`src/rtl/pb_di_crc_monitor.sv`:
```
// pb_di_crc_monitor: passive integrity checker for one packet-builder job.
// Re-reads NUM_CHK payload bytes and the CRC-8 trailer and compares them.
module pb_di_crc_monitor #(
  parameter int ADDR_W    = 14,
  parameter int CNT_W     = 4,
  parameter int NUM_CHK   = 2,
  parameter int TIMEOUT   = 1024,
  parameter int ERR_CNT_W = 8
) (
  input  logic                     clk,
  input  logic                     reset,
  input  logic                     chk_en,
  input  logic                     err_clr,
  input  logic                     pb_start,
  input  logic                     pb_irq,
  input  logic                     pb_crc_en,
  input  logic [7:0]               pb_crc_val,
  input  logic [ADDR_W-1:0]        pb_addr_in,
  input  logic [ADDR_W-1:0]        pb_addr_out,
  input  logic [3:0]               pb_data_sel,
  input  logic [CNT_W-1:0]         pb_byte_cnt,
  input  logic [NUM_CHK*CNT_W-1:0] chk_idx,
  output logic [ADDR_W-1:0]        inmem_addr,
  input  logic [31:0]              inmem_data,
  output logic [ADDR_W-1:0]        outmem_addr,
  input  logic [31:0]              outmem_data,
  output logic                     busy,
  output logic                     done,
  output logic [NUM_CHK-1:0]       di_err_mask,
  output logic                     crc_err,
  output logic                     timeout_err,
  output logic [ERR_CNT_W-1:0]     err_cnt
);

  localparam int PH_W = CNT_W + 2;
  localparam int TM_W = (TIMEOUT > 1) ? $clog2(TIMEOUT) : 1;

  typedef enum logic [2:0] {
    S_IDLE,
    S_CRC_RD,
    S_DI_RD,
    S_WAIT_IRQ,
    S_OUT_RD,
    S_REPORT
  } state_t;

  state_t                     r_state;
  logic [PH_W-1:0]            r_ph;
  logic [TM_W-1:0]            r_tmr;
  logic                       r_crc_en;
  logic [7:0]                 r_crc_val;
  logic [ADDR_W-1:0]          r_addr_in;
  logic [ADDR_W-1:0]          r_addr_out;
  logic [3:0]                 r_sel;
  logic [CNT_W-1:0]           r_cnt;
  logic [NUM_CHK*CNT_W-1:0]   r_idx;
  logic                       r_irq_seen;
  logic [7:0]                 r_crc;
  logic [7:0]                 r_in_byte [NUM_CHK];
  logic [NUM_CHK-1:0]         r_mis;

  logic [CNT_W-1:0]           w_idx   [NUM_CHK];
  logic [ADDR_W-1:0]          w_iaddr [NUM_CHK];
  logic [ADDR_W-1:0]          w_oaddr [NUM_CHK+1];
  logic [NUM_CHK-1:0]         w_valid;
  logic [ADDR_W-1:0]          w_len;
  logic [ADDR_W-1:0]          w_cnt4;
  logic [PH_W-1:0]            w_cnt_ph;
  logic [CNT_W-1:0]           w_k;
  logic [7:0]                 w_crc_exp;
  logic                       w_any_err;
  logic                       w_unused;

  function automatic logic f_mode_ok(
    input logic [3:0]       sel,
    input logic [CNT_W-1:0] idx
  );
    if (sel == 4'd0)
      return idx[1:0] == 2'b00;
    else if (sel == 4'd1)
      return ~idx[1];
    else
      return 1'b1;
  endfunction

  // Position of an input byte inside the packed payload.
  function automatic logic [ADDR_W-1:0] f_pos(
    input logic [3:0]       sel,
    input logic [CNT_W-1:0] idx
  );
    logic [ADDR_W-1:0] q;
    q = ADDR_W'(idx >> 2);
    if (sel == 4'd0)
      return q;
    else if (sel == 4'd1)
      return (q << 1) + ADDR_W'(idx[0]);
    else
      return ADDR_W'(idx);
  endfunction

  // CRC-8, polynomial 0x07, MSB first.
  function automatic logic [7:0] f_crc8(
    input logic [7:0] c,
    input logic [7:0] d
  );
    logic [7:0] x;
    x = c ^ d;
    for (int b = 0; b < 8; b++)
      x = x[7] ? ((x << 1) ^ 8'h07) : (x << 1);
    return x;
  endfunction

  assign w_cnt_ph  = PH_W'(r_cnt);
  assign w_k       = CNT_W'(r_ph - PH_W'(1));
  assign w_crc_exp = r_crc_en ? r_crc : r_crc_val;
  assign w_cnt4    = ADDR_W'(r_cnt >> 2);
  assign w_any_err = (|di_err_mask) | crc_err | timeout_err;
  assign w_unused  = ^{inmem_data[31:8], outmem_data[31:8]};

  always_comb begin
    if (r_sel == 4'd0)
      w_len = w_cnt4 + ADDR_W'(1);
    else if (r_sel == 4'd1)
      w_len = (w_cnt4 << 1)
            + ADDR_W'(r_cnt[1] | r_cnt[0])
            + ADDR_W'(1);
    else
      w_len = ADDR_W'(r_cnt) + ADDR_W'(1);
  end

  always_comb begin
    for (int i = 0; i < NUM_CHK; i++) begin
      w_idx[i]   = r_idx[i*CNT_W +: CNT_W];
      w_valid[i] = (w_idx[i] <= r_cnt)
                 && f_mode_ok(r_sel, w_idx[i]);
      w_iaddr[i] = r_addr_in + ADDR_W'(w_idx[i]);
      w_oaddr[i] = r_addr_out + ADDR_W'(2)
                 + f_pos(r_sel, w_idx[i]);
    end
    w_oaddr[NUM_CHK] = r_addr_out + ADDR_W'(2) + w_len;
  end

  always_comb begin
    inmem_addr  = '0;
    outmem_addr = '0;
    unique case (r_state)
      S_CRC_RD: begin
        if (r_ph <= w_cnt_ph)
          inmem_addr = r_addr_in + ADDR_W'(r_ph);
      end
      S_DI_RD: begin
        for (int i = 0; i < NUM_CHK; i++)
          if (r_ph == PH_W'(i))
            inmem_addr = w_iaddr[i];
      end
      S_OUT_RD: begin
        for (int i = 0; i <= NUM_CHK; i++)
          if (r_ph == PH_W'(i))
            outmem_addr = w_oaddr[i];
      end
      default: ;
    endcase
  end

  always_ff @(posedge clk or negedge reset) begin
    if (!reset) begin
      r_state     <= S_IDLE;
      r_ph        <= '0;
      r_tmr       <= '0;
      r_crc_en    <= 1'b0;
      r_crc_val   <= '0;
      r_addr_in   <= '0;
      r_addr_out  <= '0;
      r_sel       <= '0;
      r_cnt       <= '0;
      r_idx       <= '0;
      r_irq_seen  <= 1'b0;
      r_crc       <= 8'h00;
      r_mis       <= '0;
      for (int i = 0; i < NUM_CHK; i++)
        r_in_byte[i] <= '0;
      busy        <= 1'b0;
      done        <= 1'b0;
      di_err_mask <= '0;
      crc_err     <= 1'b0;
      timeout_err <= 1'b0;
      err_cnt     <= '0;
    end else begin
      done <= 1'b0;
      if (err_clr)
        err_cnt <= '0;
      if (r_state != S_IDLE && r_state != S_REPORT
          && !chk_en) begin
        r_state <= S_IDLE;
        busy    <= 1'b0;
      end else begin
        if (pb_irq && r_state != S_IDLE)
          r_irq_seen <= 1'b1;
        unique case (r_state)
          S_IDLE: begin
            if (pb_start && chk_en) begin
              r_crc_en    <= pb_crc_en;
              r_crc_val   <= pb_crc_val;
              r_addr_in   <= pb_addr_in;
              r_addr_out  <= pb_addr_out;
              r_sel       <= pb_data_sel;
              r_cnt       <= pb_byte_cnt;
              r_idx       <= chk_idx;
              r_ph        <= '0;
              r_crc       <= 8'h00;
              r_irq_seen  <= 1'b0;
              busy        <= 1'b1;
              di_err_mask <= '0;
              crc_err     <= 1'b0;
              timeout_err <= 1'b0;
              r_state     <= pb_crc_en ? S_CRC_RD
                                       : S_DI_RD;
            end
          end
          S_CRC_RD: begin
            // Data for offset ph-1 is on the bus now.
            if (r_ph != '0 && f_mode_ok(r_sel, w_k))
              r_crc <= f_crc8(r_crc, inmem_data[7:0]);
            if (r_ph == w_cnt_ph + PH_W'(1)) begin
              r_state <= S_DI_RD;
              r_ph    <= '0;
            end else begin
              r_ph <= r_ph + PH_W'(1);
            end
          end
          S_DI_RD: begin
            for (int i = 0; i < NUM_CHK; i++)
              if (r_ph == PH_W'(i + 1))
                r_in_byte[i] <= inmem_data[7:0];
            if (r_ph == PH_W'(NUM_CHK)) begin
              r_state <= S_WAIT_IRQ;
              r_ph    <= '0;
              r_tmr   <= '0;
            end else begin
              r_ph <= r_ph + PH_W'(1);
            end
          end
          S_WAIT_IRQ: begin
            if (pb_irq || r_irq_seen) begin
              r_state <= S_OUT_RD;
              r_ph    <= '0;
            end else if (r_tmr == TM_W'(TIMEOUT - 1)) begin
              timeout_err <= 1'b1;
              done        <= 1'b1;
              r_state     <= S_REPORT;
            end else begin
              r_tmr <= r_tmr + TM_W'(1);
            end
          end
          S_OUT_RD: begin
            for (int i = 0; i < NUM_CHK; i++)
              if (r_ph == PH_W'(i + 1))
                r_mis[i] <= w_valid[i]
                  && (outmem_data[7:0] != r_in_byte[i]);
            if (r_ph == PH_W'(NUM_CHK + 1)) begin
              di_err_mask <= r_mis;
              crc_err     <= outmem_data[7:0] != w_crc_exp;
              done        <= 1'b1;
              r_state     <= S_REPORT;
            end else begin
              r_ph <= r_ph + PH_W'(1);
            end
          end
          S_REPORT: begin
            // A clear in the same cycle restarts the count at this job.
            if (w_any_err) begin
              if (err_clr)
                err_cnt <= ERR_CNT_W'(1);
              else if (~&err_cnt)
                err_cnt <= err_cnt + ERR_CNT_W'(1);
            end
            busy    <= 1'b0;
            r_state <= S_IDLE;
          end
          default: r_state <= S_IDLE;
        endcase
      end
    end
  end

endmodule

```
`config.mk`:
```
export PLATFORM = sky130hd
export DESIGN_NAME = pb_di_crc_monitor
export DESIGN_NICKNAME = d
export VERILOG_FILES = /design/src/rtl/pb_di_crc_monitor.sv
export SDC_FILE = /design/constraint.sdc
export NUM_CORES = 1
export LEC_CHECK = 0
export ABC_AREA = 1
export BUFFER_PORTS_ARGS = -buffer_cell sky130_fd_sc_hd__buf_2
export CORE_ASPECT_RATIO = 0.8
export CORE_MARGIN = 5
export CORE_UTILIZATION = 40
export DETAILED_ROUTE_END_ITERATION = 8
export GPL_TIMING_DRIVEN = 0
export PLACE_DENSITY = 0.66
export SYNTH_ARGS = -nofsm -noshare
export SYNTH_HDL_FRONTEND = slang
export SYNTH_SLANG_ARGS = --single-unit
```
`constraint.sdc`:
```
create_clock -name clk -period 3.4 [get_ports clk]
set_clock_uncertainty 0.15 [all_clocks]
set_input_delay 0.51 -clock clk [delete_from_list [all_inputs] [get_ports clk]]
set_output_delay 0.51 -clock clk [all_outputs]
set_load 0.01 [all_outputs]
```
Yosys cells after proc, flatten, opt, wreduce, memory -nomap -nowiden:

Cells that the tools add are included.

* add/subtract/negate cells: 18
* $mul: 0
* div/mod/pow operators: 0
* magnitude comparators: 3
* equal/unequal tests: 29
* shift operators: 0
* mux-type cells: 79
* bitwise gates (word level): 16
* reduce and logical (&&, ||, !) cells: 39

Operators by type and width (count)
* 14-bit two-way mux: 10
* 8-bit two-way mux: 9
* 3-bit two-way mux: 15
* 14-bit adder: 3
* 10-bit two-way mux: 3
* 6-bit two-way mux: 5
* 6-bit one-hot mux with 5 select lines: 1
* 14-bit by 4-bit adder with 14-bit output: 2
* 14-bit one-hot mux with 2 select lines: 1
* 8-bit inequality test: 3
* 3-bit inverter: 8
* 1-bit two-way mux: 21
* 10-bit one-hot mux with 2 select lines: 1
* 5-bit AND reduction: 4
* 2-bit inequality test, second input constant: 9
* 8-bit one-hot mux with 2 select lines: 1
* 4-bit by 1-bit adder with 5-bit output, second input constant: 3
* 3-bit inequality test, second input constant: 5
* 3-bit one-hot mux with 5 select lines: 1
* 3-bit AND reduction: 5
* 14-bit by 2-bit adder with 14-bit output, second input constant: 1
* 14-bit by 6-bit adder with 14-bit output: 1
* 3-bit by 1-bit adder with 4-bit output: 3
* 6-bit by 2-bit equality test with 1-bit output, second input constant: 2
* other kinds (38): 67

* bits in registers: 113
* latch bits: 0
* bits in writable memories: 0
* bits in read-only memories: 0
* input port bits: 123
* output and inout port bits: 42
* word-level logic and storage cells: 206
* memories: 0

Depth between registers and ports, before layout:

* depth in word-level cells: 19
* gate-level depth with buffers: 19
* depth with buffers taken out: 18

Worst setup path before layout:

OpenSTA, ideal clock, no wires.

* path kind: register to output
* start point: register r_sel[1]
* end point: output port outmem_addr[12]
* arrival time: 2.937 ns
* required time: 2.740 ns
* setup slack: -0.197 ns
* stages on the path, launching flop included: 17
* buffers on the path: 1
* cell sequence: dfrtp_1 or3_1 buf_2 inv_1 nor2_1 a221oi_1 inv_1 fa_1 o21ai_0 nand3_2 nor2_1 nand2_2 nor2_1 o21ai_1 nand2_1 nand2_1 a21oi_1

* word-level cells in the longest chain between the ends: 8
* elaborated cells between the ends (all ways): 15
* those cells by class: add/sub: 3; eq/ne: 1; mux: 10; reduce/logical: 1

Ends and longest elaborated chain
* start, declared: line 54 `logic [3:0] r_sel;`
* start signal, assigned: line 206 `r_sel <= pb_data_sel;`
* 4-bit by 1-bit equality test with 1-bit output: line 95, 123
* 4-bit two-way mux: line 95 `else if (sel == 4'd1)`
* 14-bit two-way mux: line 93 `if (sel == 4'd0)`
* 14-bit adder: line 138 `+ f_pos(r_sel, w_idx[i]);`
* 14-bit two-way mux (2 in series): line 158 `if (r_ph == PH_W'(i))`
* 14-bit two-way mux *: line 158
* 14-bit two-way mux *: line 146 `unique case (r_state)`
* end, declared: line 25 `output logic [ADDR_W-1:0] outmem_addr,`

Mark *: on every way between the ends. The rest lies on a longest branch, timed or not.

Worst setup path after layout:

* start point: register r_sel[3]
* end point: output port outmem_addr[6]

The elaborated chain is that of the path after synthesis.

==> results.json <==
{
  "num-nets-final": 1602,
  "drive_above_1_share_pct": 28.3,
  "cts-root-to-sink-buffers": 2,
  "fin_hold_ws_ns": 0.165,
  "std_cell_rows": 49,
  "netlist_instances": 1241,
  "place_hpwl_mm": 21.2,
  "synth_enable_flop_cells": 0,
  "top_level_ports": 165,
  "maxCapViolCount": 0,
  "path_delay_family": "simple AND/OR/NAND/NOR gates",
  "track_usage_pct": 22.4,
  "drt_drc_violations_left": 0,
  "routed_wire_length_on_met2_mm": 12.7,
  "clk_transition_reported_paths_ns": 0.06,
  "worst_path_largest_cell_delay_ns": 0.48,
  "grt_pass1_wl_mm": 45.2,
  "tritoncts_buffer_count": 17,
  "layout_worst_path_cycle_share_pct": 120,
  "postSynth.topFlopCell": "sky130_fd_sc_hd__dfrtp_1",
  "synthesis.area_per_instance_sq_um": 7.24,
  "finalWorstSetupSlack_ns": -0.696,
  "fillers": 2186,
  "max_freq_mhz": 244,
  "syn2layout_area_growth_pct": 27.3,
  "worst-endpoint-required_ns": 2.74,
  "setup_violations": 14,
  "die_y_um": 144,
  "most-common-layout-cells": "214 x sky130_fd_sc_hd__nand2_1, 131 x sky130_fd_sc_hd__inv_1, 119 x sky130_fd_sc_hd__nor2_1",
  "insertion_delay_ns": 0.42,
  "wl_met3_mm": 2.12,
  "placement.io_buffers": 116,
  "detail-route-antenna-nets": 0,
  "power.total_uw": 12500,
  "detail_route.first_pass.iterations": 6,
  "violations": "negative setup slack",
  "routed_wl_mm": 28.7,
  "clockRootBuffer": "sky130_fd_sc_hd__clkbuf_16",
  "timing.final.hold_violations": 0,
  "most_area_hungry_cell_type_in_the_yosys_netlist": "sky130_fd_sc_hd__dfrtp_1",
  "largest_net_degree_at_the_start_of_global_routing": 70,
  "crit_path_cell_trace": "or3_4 > nor2_4 > nand2_2 > o21ai_2 > ha_2 > inv_2 > fa_2 > nand3b_1 > nand2_2 > nand3_4 > nor2_4 > buf_4 > buf_6 > nor2_2 > a221oi_2 > nor2_2 > buf_2",
  "vias": 9183,
  "cp-end-kind": "primary output",
  "routed_via_density": 5.27,
  "avgRoutedWirePerCell_um": 16.5,
  "area_of_the_placeable_core_sq_um": 22300,
  "final_max_slew_viol_count": 0,
  "grt_setup_unrepaired": "true",
  "commonest_non_fill_non_tap_cell_in_the_layout": "sky130_fd_sc_hd__nand2_1",
  "ys_top_cells_by_area": "sky130_fd_sc_hd__dfrtp_1 31%, sky130_fd_sc_hd__nand2_1 9.8%, sky130_fd_sc_hd__ha_1 7.0%",
  "number_of_antenna_violations_at_the_first_check_in_global_routing": 1,
  "highest_layer": "met4",
  "hold_class": "in2reg",
  "category_of_the_most_critical_setup_path": "reg2out",
  "drt_iter0_drc": 876,
  "arrival_ns": 3.44,
  "clock_sinks": 113,
  "powerDensity_nw_per_um2": 1090,
  "static_leakage_uw": 0.00552,
  "slowest_stage": "sky130_fd_sc_hd__or3_4",
  "share_of_synthesized_area_occupied_by_flip_flops_and_latches_pct": 31.5,
  "worst_slew_pin_slew_ns": 0.904,
  "htree_num_levels": 4,
  "initial_cell_density_of_the_core_pct": 40.3,
  "wl_met1_mm": 13.3,
  "place.gp.congestion": 0.899,
  "max-vdd-ir-drop_mv": 0.458,
  "grt_pass1_vias": 8565,
  "overflow": 0,
  "synth_cell_types": 55,
  "crit_buf_inv": 4,
  "mappedNetlistNets": 1420,
  "synth_top_cell_area_share_pct": 31.5,
  "share_of_async_settable_or_async_resettable_flops_after_synthesis_pct": 100,
  "die_ar_sq_um": 25600,
  "fp.dieW_um": 178,
  "max_slew_margin_pct": 39.8,
  "critPathMaxFanout": 7,
  "synth.cell_area_sq_um": 8990,
  "tritoncts": "yes",
  "synth-warning-count": 0,
  "outcome": "finished with violations",
  "critical_path.startpoint_type": "flop",
  "yosys_register_bits": 113,
  "finalCriticalPeriod_ns": 4.10
}
==> final timing paths <==
check | end | from | slack (ns) | depth (start not counted)
max reg2reg | r_idx[7] | r_state[0] | 0.71 | 7
min in group asynchronous | r_sel[3] | reset | 0.43 | 2
max in group asynchronous | r_addr_in[8] | reset | 1.95 | 3
min reg2reg | busy | busy | 0.33 | 2
max | outmem_addr[6] | r_sel[3] | -0.70 | 17
min | r_addr_out[9] | pb_addr_out[9] | 0.17 | 2
==> metrics by stage <==
stage | setup WS [ns] | utilization (%) | setup TNS, ns | cell area (sq um) | std cells
final | -0.696 | 51.3 | -6.93 | 11400 | 1743
after floorplan | -0.0235 | - | -0.0235 | 9000 | 1241
after CTS | -0.673 | 49.3 | -6.92 | 11000 | 1722
after global routing | -0.859 | 51.3 | -9.30 | 11400 | 1743
after global placement | -0.591 | 44.6 | -3.99 | 9960 | 1663
after detailed placement | -0.645 | 44.8 | -4.40 | 10000 | 1664
==> timing repair <==
action / in CTS / in global routing
pin swaps: 23 / 39
setup buffers: 25 / 21
setup endpoints to repair: 28 / 28
resized for setup: 80 / 97
hold endpoints to repair: 44 / 0
hold buffers: 1 / 0
==> where the power goes <==
group          switching [uW]  internal [uW]
sequential                528           1830
clock                     718           1010
combinational            5100           3320
total                    6350           6160
==> worst register-to-register path: stages, from the launching register on <==
cell and delay (ns):
sky130_fd_sc_hd__dfrtp_1 0.46, sky130_fd_sc_hd__inv_2 0.05, sky130_fd_sc_hd__nand2_2 0.09, sky130_fd_sc_hd__nor2_2 0.08, sky130_fd_sc_hd__nand2_1 0.22, sky130_fd_sc_hd__clkbuf_1 0.72
sky130_fd_sc_hd__clkbuf_1 0.61, sky130_fd_sc_hd__a21oi_1 0.16
==> cells by family (layout without fill, tap and decap cells) <==
| family | after synthesis | in the layout | share of synthesized area (%) |
|---|---|---|---|
| DFF | 113 | 113 | 31.5 |
| and+or+nand+nor | 538 | 538 | 27.4 |
| xor gates and xnor gates | 68 | 68 | 6.71 |
| adders and majority gates | 56 | 56 | 8.30 |
| AOI/OAI and AO/OA | 264 | 264 | 16.4 |
| muxes | 13 | 13 | 1.63 |
| other | 0 | 1 | 0 |
| buffers and inverters | 189 | 384 | 8.09 |
==> synth_stat cells (11+ instances only) <==
library cell / instances
sky130_fd_sc_hd__a21oi_1: 95
sky130_fd_sc_hd__clkbuf_1: 17
sky130_fd_sc_hd__dfrtp_1: 113
sky130_fd_sc_hd__ha_1: 50
sky130_fd_sc_hd__inv_1: 147
sky130_fd_sc_hd__inv_2: 15
sky130_fd_sc_hd__mux2_2: 13
sky130_fd_sc_hd__nand2_1: 235
sky130_fd_sc_hd__nand3_1: 78
sky130_fd_sc_hd__nand3_2: 11
sky130_fd_sc_hd__nand4_1: 16
sky130_fd_sc_hd__nor2_1: 134
sky130_fd_sc_hd__nor3_1: 16
sky130_fd_sc_hd__o21ai_0: 103
sky130_fd_sc_hd__o21ai_1: 14
sky130_fd_sc_hd__xnor2_1: 32
sky130_fd_sc_hd__xor2_1: 35
==> routing by layer <==
metal / vias up / GRT usage (%)
met1: 4313 / 32.7
met5: - / 0
met4: 0 / 4.92
met3: 39 / 4.23
li1: 4495 / -
met2: 336 / 34.7
==> flip-flops by register name, summed over array words and instances, names as in the netlist <==
name / flops
r_mis: 2
r_addr_out: 14
r_crc: 8
r_sel: 4
r_crc_en: 1
r_cnt: 4
r_ph: 6
r_idx: 8
crc_err: 1
done: 1
err_cnt: 8
r_state: 3
di_err_mask: 2
r_addr_in: 14
r_irq_seen: 1
busy: 1
r_in_byte: 16
r_tmr: 10
timeout_err: 1
r_crc_val: 8
==> layout make-up <==
cell class                 instances  area [sq um]  share of cell area, %
sequential                       113          2840                   24.8
clock buffer                      17           425                   3.72
multi-input combinational        939          5920                   51.8
inverter                         164           626                   5.47
clock inverter                    15           133                   1.16
buffer                            24           115                   1.01
tap                              306           383                   3.35
timing repair buffer             164           992                   8.67
antenna                            1          2.50                 0.0219
Power figures use the tool's default switching activity.
